File: src/rtl/ps2_pkg.sv
`default_nettype none
// ============================================================================
// Module   : ps2_pkg
// Brief    : Shared encodings and constants for the PS/2 keyboard receiver.
// Revision : 1.0
// ============================================================================
package ps2_pkg;

    localparam logic [1:0] ST_IDLE   = 2'd0;
    localparam logic [1:0] ST_DATA   = 2'd1;
    localparam logic [1:0] ST_PARITY = 2'd2;
    localparam logic [1:0] ST_STOP   = 2'd3;

    localparam logic [7:0] BREAK_CODE = 8'hF0;
    localparam logic [7:0] EXT_CODE   = 8'hE0;

    localparam int FRAME_DATA_BITS = 8;

    // PS/2 uses odd parity: data plus parity bit must hold an odd count of ones.
    function automatic logic parity_ok(input logic [7:0] data, input logic par);
        return ^{data, par};
    endfunction

endpackage
`default_nettype wire

File: src/rtl/ps2_sync_filter.sv
`default_nettype none
// ============================================================================
// Module   : ps2_sync_filter
// Brief    : 2-FF synchroniser, run-length glitch filter and falling-edge
//            detector for one PS/2 line.
// Revision : 1.0
// ============================================================================
module ps2_sync_filter #(
    parameter int FILTER_LEN = 8
) (
    input  logic clk,
    input  logic clear,
    input  logic raw,
    output logic level,
    output logic fall
);

    localparam int CNT_W = $clog2(FILTER_LEN + 1);

    logic             r_meta;
    logic             r_sync;
    logic             r_level;
    logic             r_prev;
    logic [CNT_W-1:0] r_cnt;

    always_ff @(posedge clk) begin
        if (clear) begin
            r_meta  <= 1'b1;
            r_sync  <= 1'b1;
            r_level <= 1'b1;
            r_prev  <= 1'b1;
            r_cnt   <= '0;
        end else begin
            r_meta <= raw;
            r_sync <= r_meta;
            r_prev <= r_level;
            // The level only flips once the new value has been seen FILTER_LEN times in a row.
            if (r_sync != r_level) begin
                if (r_cnt == CNT_W'(FILTER_LEN - 1)) begin
                    r_level <= r_sync;
                    r_cnt   <= '0;
                end else begin
                    r_cnt <= r_cnt + 1'b1;
                end
            end else begin
                r_cnt <= '0;
            end
        end
    end

    assign level = r_level;
    assign fall  = r_prev & ~r_level;

endmodule
`default_nettype wire

File: src/rtl/ps2_keyboard_rx.sv
`default_nettype none
// ============================================================================
// Module   : ps2_keyboard_rx
// Brief    : PS/2 device-to-host deframer with make/break/extended decode.
// Revision : 1.0
// ============================================================================
module ps2_keyboard_rx
    import ps2_pkg::*;
#(
    parameter int FILTER_LEN     = 8,
    parameter int TIMEOUT_CYCLES = 50000
) (
    input  logic       clk,
    input  logic       clear,
    input  logic       ps2_clk,
    input  logic       ps2_data,
    output logic [7:0] key_code,
    output logic       key_valid,
    output logic       key_released,
    output logic       ext,
    output logic       parity_err,
    output logic       frame_err
);

    localparam int TO_W = $clog2(TIMEOUT_CYCLES);

    logic            w_clk_level;
    logic            w_strobe;
    logic            r_data_meta;
    logic            r_data_sync;
    logic [1:0]      r_state;
    logic [1:0]      w_next;
    logic [2:0]      r_bit_cnt;
    logic [7:0]      r_shift;
    logic            r_parity;
    logic [TO_W-1:0] r_to_cnt;
    logic            r_break_pending;
    logic            r_ext_pending;
    logic [7:0]      r_key_code;
    logic            r_ext;
    logic            r_key_valid;
    logic            r_key_released;
    logic            r_parity_err;
    logic            r_frame_err;

    logic w_timeout;
    logic w_frame_done;
    logic w_stop_bad;
    logic w_par_bad;
    logic w_byte_ok;
    logic w_is_prefix;
    logic w_valid_n;
    logic w_released_n;
    logic w_parity_err_n;
    logic w_frame_err_n;

    ps2_sync_filter #(
        .FILTER_LEN(FILTER_LEN)
    ) u_clk_filter (
        .clk   (clk),
        .clear (clear),
        .raw   (ps2_clk),
        .level (w_clk_level),
        .fall  (w_strobe)
    );

    // Data is only sampled on filtered clock strobes, so a plain synchroniser is enough.
    always_ff @(posedge clk) begin
        if (clear) begin
            r_data_meta <= 1'b1;
            r_data_sync <= 1'b1;
        end else begin
            r_data_meta <= ps2_data;
            r_data_sync <= r_data_meta;
        end
    end

    always_ff @(posedge clk) begin
        if (clear) begin
            r_state <= ST_IDLE;
        end else begin
            r_state <= w_next;
        end
    end

    // A strobe in the same cycle as the terminal count suppresses the timeout.
    assign w_timeout = (r_state != ST_IDLE) && !w_strobe &&
                       (r_to_cnt == TO_W'(TIMEOUT_CYCLES - 1));

    always_comb begin
        w_next = r_state;
        case (r_state)
            ST_IDLE:   if (w_strobe && !r_data_sync) w_next = ST_DATA;
            ST_DATA:   if (w_strobe && r_bit_cnt == 3'(FRAME_DATA_BITS - 1)) w_next = ST_PARITY;
            ST_PARITY: if (w_strobe) w_next = ST_STOP;
            ST_STOP:   if (w_strobe) w_next = ST_IDLE;
            default:   w_next = ST_IDLE;
        endcase
        if (w_timeout) w_next = ST_IDLE;
    end

    always_comb begin
        w_frame_done   = (r_state == ST_STOP) && w_strobe;
        w_stop_bad     = w_frame_done && !r_data_sync;
        w_par_bad      = w_frame_done && r_data_sync && !parity_ok(r_shift, r_parity);
        w_byte_ok      = w_frame_done && r_data_sync && parity_ok(r_shift, r_parity);
        w_is_prefix    = (r_shift == BREAK_CODE) || (r_shift == EXT_CODE);
        w_valid_n      = w_byte_ok && !w_is_prefix && !r_break_pending;
        w_released_n   = w_byte_ok && !w_is_prefix && r_break_pending;
        w_parity_err_n = w_par_bad;
        w_frame_err_n  = ((r_state == ST_IDLE) && w_strobe && r_data_sync) ||
                         w_stop_bad || w_timeout;
    end

    always_ff @(posedge clk) begin
        if (clear) begin
            r_bit_cnt       <= '0;
            r_shift         <= '0;
            r_parity        <= 1'b0;
            r_to_cnt        <= '0;
            r_break_pending <= 1'b0;
            r_ext_pending   <= 1'b0;
            r_key_code      <= 8'h00;
            r_ext           <= 1'b0;
            r_key_valid     <= 1'b0;
            r_key_released  <= 1'b0;
            r_parity_err    <= 1'b0;
            r_frame_err     <= 1'b0;
        end else begin
            r_key_valid    <= w_valid_n;
            r_key_released <= w_released_n;
            r_parity_err   <= w_parity_err_n;
            r_frame_err    <= w_frame_err_n;

            if (r_state == ST_IDLE || w_strobe || w_timeout) begin
                r_to_cnt <= '0;
            end else begin
                r_to_cnt <= r_to_cnt + 1'b1;
            end

            if (w_strobe) begin
                case (r_state)
                    ST_IDLE:   r_bit_cnt <= '0;
                    ST_DATA: begin
                        r_shift   <= {r_data_sync, r_shift[7:1]};
                        r_bit_cnt <= r_bit_cnt + 1'b1;
                    end
                    ST_PARITY: r_parity <= r_data_sync;
                    default:   ;
                endcase
            end

            if (w_stop_bad || w_par_bad) begin
                r_break_pending <= 1'b0;
                r_ext_pending   <= 1'b0;
            end

            if (w_byte_ok) begin
                if (r_shift == BREAK_CODE) begin
                    r_break_pending <= 1'b1;
                end else if (r_shift == EXT_CODE) begin
                    r_ext_pending <= 1'b1;
                end else begin
                    r_break_pending <= 1'b0;
                    r_ext_pending   <= 1'b0;
                    r_ext           <= r_ext_pending;
                    if (!r_break_pending) begin
                        r_key_code <= r_shift;
                    end else if (r_shift == r_key_code) begin
                        r_key_code <= 8'h00;
                    end
                end
            end
        end
    end

    assign key_code     = r_key_code;
    assign ext          = r_ext;
    assign key_valid    = r_key_valid;
    assign key_released = r_key_released;
    assign parity_err   = r_parity_err;
    assign frame_err    = r_frame_err;

endmodule
`default_nettype wire

File: config.mk
export PLATFORM = sky130hd
export DESIGN_NAME = ps2_keyboard_rx
export DESIGN_NICKNAME = d
export VERILOG_FILES = /design/src/rtl/ps2_pkg.sv /design/src/rtl/ps2_sync_filter.sv /design/src/rtl/ps2_keyboard_rx.sv
export SDC_FILE = /design/constraint.sdc
export NUM_CORES = 1
export LEC_CHECK = 0
export BUFFER_PORTS_ARGS = -buffer_cell sky130_fd_sc_hd__buf_2
export CORE_ASPECT_RATIO = 0.8
export CORE_UTILIZATION = 44
export DETAILED_ROUTE_END_ITERATION = 10
export PLACE_DENSITY_LB_ADDON = 0.2
export SYNTH_ARGS = -nofsm -noshare
export SYNTH_HDL_FRONTEND = slang
export SYNTH_SLANG_ARGS = --single-unit
File: constraint.sdc
create_clock -name clk -period 3.74 [get_ports clk]
set_input_delay 0 -clock clk [delete_from_list [all_inputs] [get_ports clk]]
set_output_delay 0 -clock clk [all_outputs]
set_load 0.005 [all_outputs]
==> results by group, run 1 <==
Synth
  – Cell with the most instances after synthesis: dfxtp_1
  – Cell variety after synth: 43
  – Area of the mapped netlist: ~2500 µm²
  – Synth Register Bits: between 50 and 60
  – Yosys top cell area share: 0.433
  – Post-synth top area cell: dfxtp_1
  – Primary FF master, synth: dfxtp_1
  – Asr flop ratio synth: 0
  – Sequential share of the synthesized area: 0.433
  – Cells after Synth: 265
  – Synth top cells by count: 55 x dfxtp_1, 28 x nand2_1, 28 x nor2_1, 20 x xor2_1, 11 x nor3_1
  – Yosys warnings: 0
  – Post-synth EDFFs: 0
  – Mean Syn Cell Area: roughly 9.6 µm²
  – Syn_nets: approximately 280
  – Largest cells by area after synthesis: dfxtp_1 43%, xor2_1 6.9%, o32ai_2 5.1%, nand2_1 4.1%, nor2_1 4.1%

Timing
  – Setup TNS: 0 ps
  – Final min period: 2250 ps
  – Max-slew headroom: 0.445
  – Max Fclk: approximately 0.44 GHz
  – Hold Fails Final Rpt: 0
  – Setup ws final: 1490 ps
  – Worst slew pin tran: 832 ps
  – Max Slew Vio Count: 0
  – Endpoints failing setup: 0
  – Worst hold margin: 280 ps
  – Skew final: between 7 and 8 ps
  – RSZ-0062 raised after global routing: false
  – Final Cycle Share: 0.602

Layout
  – Layout fillers: between 500 and 600
  – Design Area, Final: between 2000 and 3000 µm²
  – Final #Nets: 290
  – Area delta synth->final: 9.20%
  – Fin cells: between 300 and 400
  – Antenna diode count: 0
  – Final core occ: 0.505
  – Share of cells above drive strength 1: 0.151

CTS
  – Clk_lat worst skew: ~310 ps
  – TritonCTS clock tree: done
  – Reg clk slew, reported paths: 90 ps
  – Cts repair resizes: 0
  – Clock buffers created by TritonCTS: 5
  – CTS sink count: 55
  – CTS Buffer Depth: 2
  – CTS root buffer: clkbuf_8
  – Max H-tree Level: 2

Outcome
  – Outcome: finished clean

Worst setup path
  – FF-to-FF path depth: 5
  – CP Launch Type: flop
  – Setup crit end kind: flop
  – CP max FO: 8
  – RR Startpoint: r_shift[5]
  – Worst EP arrival: about 2400 ps
  – End of the worst register-to-register path: key_code[7]
  – Critical Path RT: 3910 ps
  – Critical path type: flop to flop
  – Register-to-register path setup slack: about 1500 ps

Drt
  – DR iter-0 viols: 37
  – Routed Antenna Nets: 0
  – Pre-antenna DRT Iters: 4
  – DRC: 0
  – Final WL: 4110 µm
  – Routed WL per cell: between 10 and 15 µm
  – Vias post-DR: ~1700
  – Vias per cell: approximately 4.8

GRT
  – Initial antenna violation count: 0
  – Total grt overflow: 0
  – Global-route wire length before repair: 7160 µm
  – Gr usage total: 0.150
  – Largest net degree at the start of global routing: 47
  – Number of global-route vias before repair: around 1600

Die
  – Die Span X: around 87 µm
  – Initial core utilization: 0.463
  – Die height: between 60 and 70 µm
  – I/O pins: 17
  – Core Area: approximately 5500 µm²
  – FP Rows: 24
  – Die area: a little over 6000 µm²

Power
  – Overall power: 1.03 mW
  – Leakage Power: around 1.1 nW
  – VDD IR max: approximately 0.14 mV
  – Power Density: between 300 and 400 nW/µm²

Placement
  – Post-DP Area: ~2700 µm²
  – IO buf count: 16
  – GP Congestion: between 0.7 and 0.8
  – HPWL after detailed placement: 2870 µm
  – Place WS: between 1000 and 1500 ps
  – Post-Place Cells: 347

Worst hold path
  – Hold_sp: clear
  – Hold crit path type: input port to flop
  – End of the worst hold path: r_bit_cnt[1]
  – Worst hold stages: 2

Flow run
  – Max_cap viols: 0
## what timing repair did
item                      CTS  global route
buffers inserted            0             0
hold endpoints to repair    2             0
hold buffers                2             0
## how the worst max path moves through the flow
| stage | startpoint | end | slack (ps) | depth (start not counted) |
|---|---|---|---|---|
| after floorplan | r_shift[2] | key_code[0] | 1880 | 5 |
| after global placement | r_shift[5] | key_code[5] | 1600 | 5 |
| after detailed placement | r_shift[5] | key_code[7] | 1460 | 5 |
| after CTS | r_shift[5] | key_code[7] | 1440 | 5 |
| after global routing | r_shift[5] | key_code[7] | 1240 | 5 |
| final | r_shift[5] | key_code[7] | 1490 | 5 |
## critical path, cell delays in order, from the launching register on
cell,delay [ps]
dfxtp_1,430
nor4bb_1,670
a211oi_2,180
mux2i_4,270
or2_1,410
o32ai_2,150
## routing by layer
metal | vias to the layer above | track usage | wire [µm]
li1 | 927 | - | -
met1 | 760 | 0.219 | 2330
met2 | 16 | 0.213 | 1630
met3 | 5 | 0.0355 | 109
met4 | 0 | 0.0556 | 42
met5 | - | 0 | 0
## placed cells by master, fill, tap and decap left out, drive strengths merged, types with 6 or more instances in the layout
cell / Yosys / routed
or2: 6 / 6
xnor2: 9 / 9
a21oi: 11 / 11
ha: 8 / 8
or2b: 6 / 6
nand2: 28 / 28
xor2: 20 / 20
dfxtp: 55 / 55
inv: 10 / 10
nor2: 28 / 28
buf: 6 / 16
and3: 7 / 7
o32ai: 8 / 8
nor3: 11 / 11
## registers in the layout (all words and copies together), names as in the netlist
name                 cells
key_released             1
u_clk_filter.r_prev      1
u_clk_filter.r_sync      1
r_break_pending          1
r_ext_pending            1
parity_err               1
r_parity                 1
r_to_cnt                16
r_bit_cnt                3
ext                      1
r_data_meta              1
r_data_sync              1
key_code                 8
u_clk_filter.r_cnt       4
r_shift                  8
u_clk_filter.r_meta      1
u_clk_filter.level       1
key_valid                1
frame_err                1
r_state                  2
## power breakdown
group          switching (mW)  internal [mW]
registers             0.00484          0.591
clock network           0.188          0.196
logic                  0.0309         0.0183
total                   0.224          0.806
## cell families after synthesis
kind of cell | synth area share
xor+xnor | 0.127
buf+inv | 0.0423
mux | 0.0246
compound gates | 0.108
simple gates | 0.225
flops | 0.433
fa+ha+maj | 0.0394
## final cells by class
cell class	instances	area, µm²	area share
clock buffers	5	68.8	0.0248
inverters	10	37.5	0.0135
clock inverters	2	37.5	0.0135
flip-flops and latches	55	1100	0.397
well taps	78	97.6	0.0352
repair buffers	18	100	0.0361
multi-input cells	188	1330	0.480
Power figures use the tool's default switching activity.
==> run 2, diff against run 1 <==
--- a/config.mk
+++ b/config.mk
@@ -5,6 +5,7 @@
 export SDC_FILE = /design/constraint.sdc
 export NUM_CORES = 1
 export LEC_CHECK = 0
+export ABC_AREA = 1
 export BUFFER_PORTS_ARGS = -buffer_cell sky130_fd_sc_hd__buf_2
 export CORE_ASPECT_RATIO = 0.8
 export CORE_UTILIZATION = 44
==> constraint.sdc (replaced) <==
create_clock -name clk -period 2.15 [get_ports clk]
set_input_delay 0 -clock clk [delete_from_list [all_inputs] [get_ports clk]]
set_output_delay 0 -clock clk [all_outputs]
set_load 0.005 [all_outputs]
==> results by group, run 2 <==
Power
  – VDD IR max: around 0.34 mV
  – Sw frac: 0.204
  – Share of power burned in combinational logic: 0.017
  – P_int: 1.37 mW
  – Seq pwr share: 0.593
  – Clk pwr share: 0.390
  – Power Density: roughly 580 nW/µm²
  – P_sw: approximately 0.35 mW
  – Leakage Power: 1.23 nW
  – Overall power: roughly 1.7 mW

Synth
  – Yosys warnings: 0
  – Main combinational cell family by area after synthesis: simple AND/OR/NAND/NOR gates
  – Synth Register Bits: 55
  – Cells after Synth: roughly 380
  – Post-synth top area cell: dfxtp_1
  – Yosys top cell area share: 0.408
  – Mean Syn Cell Area: approximately 7.0 µm²
  – Post-synth EDFFs: 0
  – Largest cells by area after synthesis: dfxtp_1 41%, nand2_1 15%, inv_1 6.1%, nor2_1 5.6%, nand3_1 5.0%
  – Synth Area in Compound Gates: 0.0831
  – Area of the mapped netlist: 2700 µm²
  – Syn_nets: roughly 400
  – Post-Synth Simple-Gate Area: 0.376
  – Sequential share of the synthesized area: 0.408
  – Multiplexer share of the synthesized area: 0
  – Primary FF master, synth: dfxtp_1
  – Asr flop ratio synth: 0
  – Cell with the most instances after synthesis: nand2_1
  – Cell variety after synth: 33
  – Adder-cell share of the synthesized area: 0.0371
  – Synth top cells by count: 105 x nand2_1, 55 x dfxtp_1, 44 x inv_1, 40 x nor2_1, 27 x nand3_1
  – XOR/XNOR Fraction of Synth Area: 0.0130

Drt
  – Routed WL per cell: between 10 and 15 µm
  – Vias per cell: between 4 and 5
  – Pre-antenna DRT Iters: 4
  – DR iter-0 viols: 180
  – DRC: 0
  – Routed Antenna Nets: 0
  – Vias post-DR: approximately 2400
  – Final WL: approximately 5400 µm

Worst setup path
  – Critical path type: flop to flop
  – CP max FO: 16
  – CP max stage cell: dfxtp_1
  – Setup crit end kind: flop
  – CP Cell Sequence: ha_1 -> nand2_1 -> inv_2 -> nand2_1 -> nor4_1 -> nand3_1 -> nand3_2 -> nor3b_1
  – CP most frequent cell: nand2_1
  – Worst EP arrival: roughly 1900 ps
  – Crit path largest cell delay: between 300 and 400 ps
  – Critical Path RT: approximately 2300 ps
  – CP Launch Type: flop

Timing
  – Final min period: 1710 ps
  – RSZ-0062 raised after global routing: false
  – Worst hold margin: between 100 and 150 ps
  – Hold Fails Final Rpt: 0
  – Setup ws final: roughly 440 ps
  – Worst slew pin tran: 611 ps
  – Setup TNS: 0 ps
  – Endpoints failing setup: 0
  – Final Cycle Share: 0.795
  – Max-slew headroom: 0.591
  – Max Slew Vio Count: 0
  – Skew final: approximately 8.5 ps
  – Max Fclk: about 0.59 GHz

Die
  – Core Area: 5910 µm²
  – Die area: 6450 µm²
  – Initial core utilization: 0.456
  – Die height: between 70 and 80 µm
  – FP Rows: 25
  – I/O pins: 17
  – Die Span X: roughly 90 µm

CTS
  – Hold Buf Count CTS: 2
  – Clock buffers created by TritonCTS: 5
  – TritonCTS clock tree: done
  – Cts repair resizes: 0
  – CTS sink count: 55
  – Reg clk slew, reported paths: 100 ps
  – Max H-tree Level: 2
  – CTS root buffer: clkbuf_8
  – Post-CTS Setup Inserts: 0
  – CTS Buffer Depth: 2
  – Clk_lat worst skew: around 300 ps

Worst hold path
  – Hold crit path type: input port to flop

Layout
  – Antenna diode count: 0
  – Share of cells above drive strength 1: 0.121
  – Most frequent cells in the layout: 105 x nand2_1, 55 x dfxtp_1, 44 x inv_1
  – Commonest non-fill, non-tap cell in the layout: nand2_1
  – Area delta synth->final: 10.9%
  – Number of flip-flops in the largest register: 16
  – Final #Nets: roughly 420
  – Final core occ: 0.506
  – Register bank with the most flops: r_to_cnt

GRT
  – Initial antenna violation count: 0
  – Total grt overflow: 0
  – Largest net degree at the start of global routing: 23
  – Gr usage total: 0.190
  – Number of global-route vias before repair: just over 2000
  – Global-route wire length before repair: around 9400 µm

Placement
  – HPWL after detailed placement: between 3000 and 4000 µm
  – GP Congestion: 0.888
  – IO buf count: 16
  – Place WS: about 450 ps

Flow run
  – Max_cap viols: 0

Outcome
  – Outcome: finished clean
==> run 2: worst paths after layout <==
| kind | from | to | slack [ps] | cells after the start |
|---|---|---|---|---|
| setup reg to reg | r_to_cnt[0] | r_to_cnt[9] | 440 | 8 |
| hold / removal | clear | parity_err | 110 | 2 |
| setup / recovery | r_to_cnt[0] | r_to_cnt[9] | 440 | 8 |
| hold reg to reg | u_clk_filter.r_meta | u_clk_filter.r_sync | 420 | 1 |
==> run 2: critical path: cells and delay by family, from the launching register on <==
kind                       cells  cell delay, ps
buffers and inverters          1              60
adders and majority gates      1             170
DFF                            1             360
and+or+nand+nor                6             980
==> run 2: cells by family (layout without fill, tap and decap cells) <==
group / after synthesis / in the layout
xor gates and xnor gates: 4 / 4
AOI/OAI and AO/OA: 43 / 43
adders and majority gates: 8 / 8
DFF: 55 / 55
buffers and inverters: 57 / 79
and+or+nand+nor: 217 / 217
==> run 2: metrics by stage <==
| stage | std cells | cell area, µm² |
|---|---|---|
| 2_1_floorplan | 384 | 2700 |
| 3_3_place_gp | 478 | 2870 |
| 3_5_place_dp | 478 | 2870 |
| 4_1_cts | 487 | 2990 |
| 5_1_grt | 487 | 2990 |
| 6_report | 487 | 2990 |
==> run 2: power groups by stage <==
stage / combinational, mW / sequential (mW) / clock [mW]
after global routing: 0.0329 / 1.02 / 0.732
after detailed placement: 0.0267 / 1.05 / 0
after global placement: 0.0263 / 1.05 / 0
after floorplan: 0.0174 / 1.05 / 0
final: 0.0293 / 1.02 / 0.673
after CTS: 0.0295 / 1.02 / 0.700
==> run 2: metal layers <==
layer  up-vias  share of wire  GRT usage
li1       1267              -          -
met1      1038           0.57      0.302
met2        56           0.37      0.251
met3         7          0.051     0.0375
met4         0          0.011     0.0582
met5         -              0          0
==> run 2: final cells by class <==
| class | instances | area, µm² |
|---|---|---|
| clock buffer | 6 | 72.6 |
| clock inverter | 1 | 30.0 |
| fill | 582 | 2920 |
| inverter | 52 | 198 |
| multi-input combinational | 272 | 1370 |
| sequential | 55 | 1100 |
| tap | 81 | 101 |
| timing repair buffer | 20 | 115 |
